[config.mk]
export PLATFORM = sky130hd
export DESIGN_NAME = wbm_led_seq
export DESIGN_NICKNAME = d
export VERILOG_FILES = /design/src/rtl/wbm_led_seq_pkg.sv /design/src/rtl/wb_ack_timer.sv /design/src/rtl/wbm_led_seq.sv
export SDC_FILE = /design/constraint.sdc
export NUM_CORES = 1
export LEC_CHECK = 0
export ABC_AREA = 1
export CORE_ASPECT_RATIO = 0.5
export CORE_MARGIN = 4
export CORE_UTILIZATION = 44
export CTS_CLUSTER_DIAMETER = 50
export DETAILED_ROUTE_END_ITERATION = 10
export PLACE_DENSITY = 0.81
export SLEW_MARGIN = 20
export SYNTH_ARGS = -nofsm -noshare
export SYNTH_HDL_FRONTEND = slang
export SYNTH_SLANG_ARGS = --single-unit
[constraint.sdc]
create_clock -name i_clk -period 1.8 [get_ports i_clk]
set_input_delay 0.36 -clock i_clk [delete_from_list [all_inputs] [get_ports i_clk]]
set_output_delay 0.36 -clock i_clk [all_outputs]
set_load 0.02 [all_outputs]
[src/rtl/wbm_led_seq_pkg.sv]
// rtl/wbm_led_seq_pkg.sv - State encodings and LED-sweep slave field layout for wbm_led_seq
package wbm_led_seq_pkg;

   typedef enum logic [2:0] {
      ST_IDLE   = 3'd0,
      ST_WR_REQ = 3'd1,
      ST_WR_ACK = 3'd2,
      ST_GAP    = 3'd3,
      ST_RD_REQ = 3'd4,
      ST_RD_ACK = 3'd5,
      ST_DONE   = 3'd6
   } state_t;

   // Slave status word: {4'h0, index[3:0], led[7:0]}
   localparam int STAT_IDX_MSB = 11;
   localparam int STAT_IDX_LSB = 8;
   localparam int STAT_LED_MSB = 7;
   localparam int STAT_LED_LSB = 0;

   localparam logic [15:0] LED_START_WORD = 16'h0001;
   localparam logic [15:0] LED_SLAVE_ADDR = 16'h0000;

   function automatic logic [7:0] sat_inc8(input logic [7:0] v);
      return (v == 8'hFF) ? v : v + 8'd1;
   endfunction

endpackage

[src/rtl/wb_ack_timer.sv]
// rtl/wb_ack_timer.sv - Saturating strobe-to-ack cycle counter with expiry flag
// Used by wbm_led_seq only when WBM_LED_SEQ_TIMEOUT_EN is defined.
module wb_ack_timer #(
   parameter int LIMIT = 255
) (
   input  logic i_clk,
   input  logic i_reset,
   input  logic i_load,
   input  logic i_inc,
   output logic o_expire
);

   localparam logic [7:0] LAST = 8'(LIMIT - 1);

   logic [7:0] cnt;

   always_ff @(posedge i_clk) begin
      if (i_reset || i_load) begin
         cnt <= 8'd0;
      end else if (i_inc && cnt != LAST) begin
         cnt <= cnt + 8'd1;
      end
   end

   // Expiry in the LIMIT-th active cycle, so the bus drops on the following edge
   assign o_expire = i_inc && (cnt == LAST);

endmodule

[src/rtl/wbm_led_seq.sv]
// rtl/wbm_led_seq.sv - Pipelined Wishbone master running N LED sweeps with status polling
// Optional bus timeout abort: define WBM_LED_SEQ_TIMEOUT_EN.
module wbm_led_seq
   import wbm_led_seq_pkg::*;
#(
   parameter int AW       = 16,
   parameter int DW       = 16,
   parameter int POLL_GAP = 4,
   parameter int TIMEOUT  = 255
) (
   input  logic          i_clk,
   input  logic          i_reset,
   input  logic          i_start,
   input  logic [7:0]    i_count,
   output logic          o_cyc,
   output logic          o_stb,
   output logic          o_we,
   output logic [AW-1:0] o_addr,
   output logic [DW-1:0] o_data,
   input  logic          i_stall,
   input  logic          i_ack,
   input  logic [DW-1:0] i_data,
   output logic          o_busy,
   output logic          o_done,
   output logic          o_err,
   output logic [7:0]    o_sweeps,
   output logic [DW-1:0] o_status
);

   localparam int GW = (POLL_GAP > 1) ? $clog2(POLL_GAP) : 1;

   state_t        state;
   state_t        state_nxt;
   logic          wr_hold;
   logic [GW-1:0] gap_cnt;
   logic          gap_last;
   logic [7:0]    remaining;
   logic          zero_done;
   logic [3:0]    rd_index;
   logic          ack_tmo;
   logic          tmo_abort;

   assign gap_last  = (gap_cnt == GW'(POLL_GAP - 1));
   assign rd_index  = i_data[STAT_IDX_MSB:STAT_IDX_LSB];
   // A timeout coinciding with the ack still completes the transfer
   assign tmo_abort = ack_tmo && !(((state == ST_WR_ACK) || (state == ST_RD_ACK)) && i_ack);
   assign o_addr    = AW'(LED_SLAVE_ADDR);

   always_ff @(posedge i_clk) begin
      if (i_reset) begin
         state <= ST_IDLE;
      end else begin
         state <= state_nxt;
      end
   end

   always_comb begin
      state_nxt = state;
      case (state)
         ST_IDLE: begin
            if (i_start && i_count != 8'd0) state_nxt = ST_WR_REQ;
         end
         ST_WR_REQ: begin
            if (tmo_abort)                 state_nxt = ST_IDLE;
            else if (!wr_hold && !i_stall) state_nxt = ST_WR_ACK;
         end
         ST_WR_ACK: begin
            if (i_ack)          state_nxt = ST_GAP;
            else if (tmo_abort) state_nxt = ST_IDLE;
         end
         ST_GAP: begin
            if (gap_last) state_nxt = ST_RD_REQ;
         end
         ST_RD_REQ: begin
            if (tmo_abort)     state_nxt = ST_IDLE;
            else if (!i_stall) state_nxt = ST_RD_ACK;
         end
         ST_RD_ACK: begin
            if (i_ack) begin
               if (rd_index != 4'd0)      state_nxt = ST_GAP;
               else if (remaining <= 8'd1) state_nxt = ST_DONE;
               else                       state_nxt = ST_WR_REQ;
            end else if (tmo_abort) begin
               state_nxt = ST_IDLE;
            end
         end
         ST_DONE: state_nxt = ST_IDLE;
         default: state_nxt = ST_IDLE;
      endcase
   end

   always_comb begin
      o_cyc  = 1'b0;
      o_stb  = 1'b0;
      o_we   = 1'b0;
      o_data = '0;
      o_busy = 1'b1;
      case (state)
         ST_IDLE: o_busy = 1'b0;
         ST_WR_REQ: begin
            // wr_hold keeps cyc low for one cycle between back-to-back sweeps
            o_cyc  = !wr_hold;
            o_stb  = !wr_hold;
            o_we   = !wr_hold;
            o_data = DW'(LED_START_WORD);
         end
         ST_WR_ACK: begin
            o_cyc = 1'b1;
            o_we  = 1'b1;
         end
         ST_RD_REQ: begin
            o_cyc = 1'b1;
            o_stb = 1'b1;
         end
         ST_RD_ACK: o_cyc = 1'b1;
         default: ;
      endcase
   end

   assign o_done = (state == ST_DONE) || zero_done;

   always_ff @(posedge i_clk) begin
      if (i_reset) begin
         wr_hold   <= 1'b0;
         gap_cnt   <= '0;
         remaining <= 8'd0;
         o_sweeps  <= 8'd0;
         o_status  <= '0;
         zero_done <= 1'b0;
      end else begin
         zero_done <= (state == ST_IDLE) && i_start && (i_count == 8'd0);
         wr_hold   <= (state == ST_RD_ACK) && (state_nxt == ST_WR_REQ);
         gap_cnt   <= (state == ST_GAP && !gap_last) ? gap_cnt + GW'(1) : '0;
         case (state)
            ST_IDLE: begin
               if (i_start) begin
                  remaining <= i_count;
                  o_sweeps  <= 8'd0;
               end
            end
            ST_RD_ACK: begin
               if (i_ack) begin
                  o_status <= i_data;
                  if (rd_index == 4'd0) begin
                     o_sweeps <= sat_inc8(o_sweeps);
                     if (remaining > 8'd1) remaining <= remaining - 8'd1;
                  end
               end
            end
            default: ;
         endcase
      end
   end

`ifdef WBM_LED_SEQ_TIMEOUT_EN
   logic bus_active;
   logic err_q;

   assign bus_active = !wr_hold && ((state == ST_WR_REQ) || (state == ST_WR_ACK) ||
                                    (state == ST_RD_REQ) || (state == ST_RD_ACK));

   wb_ack_timer #(
      .LIMIT(TIMEOUT)
   ) u_ack_timer (
      .i_clk   (i_clk),
      .i_reset (i_reset),
      .i_load  (!bus_active),
      .i_inc   (bus_active),
      .o_expire(ack_tmo)
   );

   always_ff @(posedge i_clk) begin
      if (i_reset) begin
         err_q <= 1'b0;
      end else if (state == ST_IDLE && i_start) begin
         err_q <= 1'b0;
      end else if (tmo_abort) begin
         err_q <= 1'b1;
      end
   end

   assign o_err = err_q;
`else
   assign ack_tmo = 1'b0;
   assign o_err   = 1'b0;
`endif

endmodule
======== Yosys cells after proc, flatten, opt, wreduce, memory -nomap -nowiden ========
Cells that the tools add are included.
storage, ports and cells
  register bits ........................... 39
  bits of input ports ..................... 29
  output and inout port bits .............. 62
  word-level logic and storage cells ...... 72
operators by class
  $add $sub $neg .......................... 3
  $lt $le $gt $ge ......................... 2
  eq/ne operators ......................... 14
  multiplexer cells ....................... 24
  bitwise operators ....................... 1
  reduce and logical (&&, ||, !) cells .... 21
operators by type and width
  cell                                                                      number
  8-bit two-way mux                                                         8
  8-bit one-hot mux with 2 select lines                                     2
  3-bit two-way mux                                                         8
  3-bit one-hot mux with 6 select lines                                     1
  5-bit AND reduction                                                       2
  3-bit equality test (second input constant)                               3
  8-bit by 1-bit adder with 8-bit output (second input constant)            1
  8-bit equality test (second input constant)                               1
  8-bit by 1-bit > comparator with 1-bit output (second input constant)     1
  8-bit by 1-bit <= comparator with 1-bit output (second input constant)    1
  8-bit logical NOT                                                         1
  8-bit nonzero test                                                        1
  8-bit by 1-bit subtractor with 8-bit output (second input constant)       1
  3-bit by 1-bit equality test with 1-bit output (second input constant)    2
  3-bit by 2-bit equality test with 1-bit output (second input constant)    2
  1-bit logical AND                                                         6
  2-bit inequality test (second input constant)                             3
  1-bit one-hot mux with 2 select lines                                     3
  4-bit logical NOT                                                         1
  2-bit by 1-bit inequality test with 1-bit output (second input constant)  2
  4-bit nonzero test                                                        1
  1-bit logical NOT                                                         3
  3-bit logical NOT                                                         1
  3-bit OR reduction                                                        1
  8 further kinds                                                           9

======== Depth between registers and ports, before layout ========
  depth after elaboration ................. 7
  depth in mapped cells ................... 9
  mapped depth without buffers ............ 9

======== Worst setup path after synthesis ========
Ideal clock, no wire load.
  path kind ............................... flip-flop to output port
  start ................................... reg state[0]
  end ..................................... out o_cyc
  data arrival time ....................... 1241 ps
  data required time ...................... 1440 ps
  setup slack ............................. 199 ps
  stages on the path, launching flop included .. 5
  buffers on the path ..................... 0
  cells stage by stage .................... dfxtp_1 -> nand2_1 -> nor2_1 -> nand2_1 -> nand4_1
between the ends
  word-level cells in the longest chain between the ends .. 3
  elaborated cells on any way between the ends .. 6
  classes of those cells .................. 4 x eq/ne; 1 x mux; 1 x reduce/logical
RTL lines
  what                                                                                   line               text
  from (decl)                                                                            wbm_led_seq.sv:32  state_t state;
  from (signal assigned)                                                                 wbm_led_seq.sv:53  state <= state_nxt;
  3-bit by 2-bit equality test with 1-bit output or 3-bit equality test (tied branches)  wbm_led_seq.sv:98  case (state)
  3-bit OR reduction (no line)                                                           -
  1-bit one-hot mux with 2 select lines (*)                                              wbm_led_seq.sv:98
  to (decl)                                                                              wbm_led_seq.sv:15  output logic o_cyc,
Every way passes the cells marked *; elsewhere a longest branch is shown, timed or not.

======== Final worst setup path ========
  start ................................... reg o_sweeps[4]
  end ..................................... out o_sweeps[4]
RTL lines
  what                    line                text
  from (decl)             wbm_led_seq.sv:26   output logic [7:0] o_sweeps,
  from (signal assigned)  wbm_led_seq.sv:145  o_sweeps <= sat_inc8(o_sweeps);
No word-level cell between the ends.

==> results_dict.tcl <==
set metrics [dict create \
    powerDensity_nw_per_um2 659 \
    maxSlewViolCount 0 \
    ff_latch_area_sq_um 783 \
    dp_hpwl_mm 4.13 \
    end_kind "output pin" \
    setup.worst_path.start "o_sweeps[4]$_SDFFE_PP0P_" \
    crit_family "buffers and inverters" \
    globalplace.congestion 0.922 \
    worstHoldStart "gap_cnt[0]$_SDFF_PP0_" \
    cts_tree "done" \
    core_area_sq_um 4980 \
    synth_top_area_share_pct 34.1 \
    clkPwrFrac_pct 29.5 \
    portBuffers 58 \
    synth-seq-area-share_pct 34.1 \
    slowest_delay_ns 0.64 \
    grt_pass1_vias 1951 \
    critPathKind "reg2out" \
    avgSynthCellArea_sq_um 6.67 \
    synth_seq_cells 39 \
    cts_made_buffers 5 \
    ant_nets 0 \
    drtPass1Iterations 5 \
    drc 0 \
    multiInputGateArea_sq_um 1220 \
    clockBufferDepth 2 \
    min_path_type "reg2reg" \
    hold_violations 0 \
    syn_area_sq_um 2290 \
    place_inst 482 \
    power.share.switching_pct 30.7 \
    crit_buf_inv 1 \
    fillers 457 \
    reg2reg_from "state[2]$_SDFF_PP0_" \
    clock_skew_ns 0.00929 \
    finalNonFillerCells 489 \
    h-tree-depth 2 \
    slowest_stage "clkdlybuf4s50_1" \
    grt.overflow.total 0 \
    die_area_sq_um 6490 \
    post-route-min-period_ns 1.73 \
    clock_latency_ns 0.29 \
    ys_warn_count 0 \
    grt_first_pass_wirelength_mm 8.56 \
    setup_viol 0 \
    cp_cell_sequence "clkdlybuf4s50_1" \
    vias 2295 \
    netlist_instances 343 \
    required_ns 1.44 \
    startpoint_type "register" \
    antenna_found_initial 0 \
    wl_per_cell_um 11.1 \
    grtUsageTotal_pct 16.7 \
    critPathMaxFanout 5 \
    rows 18 \
    drt-initial-drc-count 115 \
    synth_top_cell_by_area "dfxtp_1" \
    max_freq_mhz 579 \
    die_y_um 59.0 \
    status "finished clean" \
    ir_worst_vdd_v 0.000302 \
    ys_types 30 \
    nNetsFinal 452 \
    wl_mm 5.45 \
    syn2layout_area_growth_pct 33.2 \
    drive_gt1_share_pct 11.2 \
    cts.sinks 39 \
    pin_count 91 \
    fin_crit_sh_pct 96.0 \
    power.internal_mw 1.39 \
    power_mw 2.01 \
    n_antenna_cell 0 \
    combPwrFrac_pct 24.9 \
    floorplan.initialDensity_pct 46.0 \
    die_w_um 110 \
    final_util_pct 61.2 \
    cts_setup_buffers 0 \
    setup_tns_ns 0 \
    via_per_inst 4.69 \
    cts.clk_slew.worst_paths_ns 0.08 \
    synth_area_leaders "dfxtp_1 34%, nand2_1 15%, buf_4 11%, a21oi_1 7.2%, nor2_1 5.7%" \
    switchingPower_mw 0.616 \
    cellLeakagePower_nw 1.34 \
    cap_violations 0 \
    grt_max_degree 19 \
    seq_power_share_pct 45.5 \
    cts_root_buffer "clkbuf_8" \
    cp_data_arrival_time_ns 1.37 \
]
## placed cells by master (no fill, tap or decap), types with 2 or more instances in the layout
cell type,n
a21oi_1,33
buf_4,21
clkbuf_8,6
clkdlybuf4s15_2,2
clkdlybuf4s50_1,52
conb_1,32
dfxtp_1,37
dfxtp_2,2
dlygate4sd2_1,3
ha_1,4
inv_1,31
inv_2,3
nand2_1,91
nand2_2,3
nand3_1,20
nand3_4,2
nand4_1,6
nor2_1,34
nor3_1,3
nor3_2,2
o21ai_0,14
o21ai_1,2
xnor2_1,2
xor2_1,4
## synth_stat cells (all sizes together)
master,n
xor2,4
nor4,1
nand3,22
buf,36
nor2,36
clkbuf,5
nor3b,1
o21bai,1
nand2,94
o21ai,16
conb,1
a31o,1
dfxtp,39
nor3,5
clkinv,1
a21oi,33
inv,34
nand4,7
xnor2,2
ha,4
## power groups by stage
stage	combinational [mW]	sequential (mW)	clock, mW
CTS	0.492	0.909	0.603
global route	0.554	0.916	0.638
global placement	0.495	0.929	0
finish	0.500	0.914	0.593
detailed placement	0.500	0.928	0
floorplan	0.359	0.925	0
## layout make-up
type | count | share of cell area (%)
Multi-Input combinational cell | 259 | 40.2
Tap cell | 70 | 2.88
Clock buffer | 6 | 2.71
Inverter | 35 | 4.31
Timing Repair Buffer | 79 | 24.0
Clock inverter | 1 | 0.164
Sequential cell | 39 | 25.7
## routing by layer
layer / up-vias / share of wire, % / track usage [%]
li1: 1179 / - / -
met1: 997 / 43 / 21.6
met2: 111 / 45 / 26.3
met3: 8 / 11 / 6.20
met4: 0 / 1.2 / 4.62
met5: - / 0 / 0
## worst paths after layout
path	slack [ns]	endpoint	cells past startpoint
setup / recovery	0.07	o_sweeps[4]	1
hold / removal	0.44	gap_cnt[0]$_SDFF_PP0_	1
setup reg to reg	0.15	remaining[4]$_SDFFE_PP0P_	9
hold reg to reg	0.44	gap_cnt[0]$_SDFF_PP0_	1
## sequential cells by signal, summed over array words and instances, names as in the netlist
name       cells
o_status      16
gap_cnt        2
wr_hold        1
remaining      8
o_sweeps       8
state          3
zero_done      1
## through the flow
stage | hold slack, ns | setup slack (ns) | cell area [sq um]
6_report | 0.435 | 0.0728 | 3050
5_1_grt | 0.462 | -0.00162 | 3050
4_1_cts | 0.438 | 0.000692 | 3030
3_5_place_dp | 0.428 | -0.0607 | 2940
3_3_place_gp | 0.426 | -0.0173 | 2940
2_1_floorplan | 0.408 | 0.199 | 2400
## repair_timing
action                     4_1_cts  5_1_grt
gates resized for setup         11        7
setup endpoints to repair        6        6
hold buffers                     0        0
## kinds of logic (layout without fill, tap and decap cells)
group | Yosys count | count (layout) | synth area share (%)
compound gates | 51 | 51 | 11.4
simple gates | 166 | 166 | 31.6
xor+xnor | 6 | 6 | 2.30
other cells | 1 | 32 | 0.164
flops | 39 | 39 | 34.1
fa+ha+maj | 4 | 4 | 2.19
buf+inv | 76 | 121 | 18.2
Power figures use the tool's default switching activity.
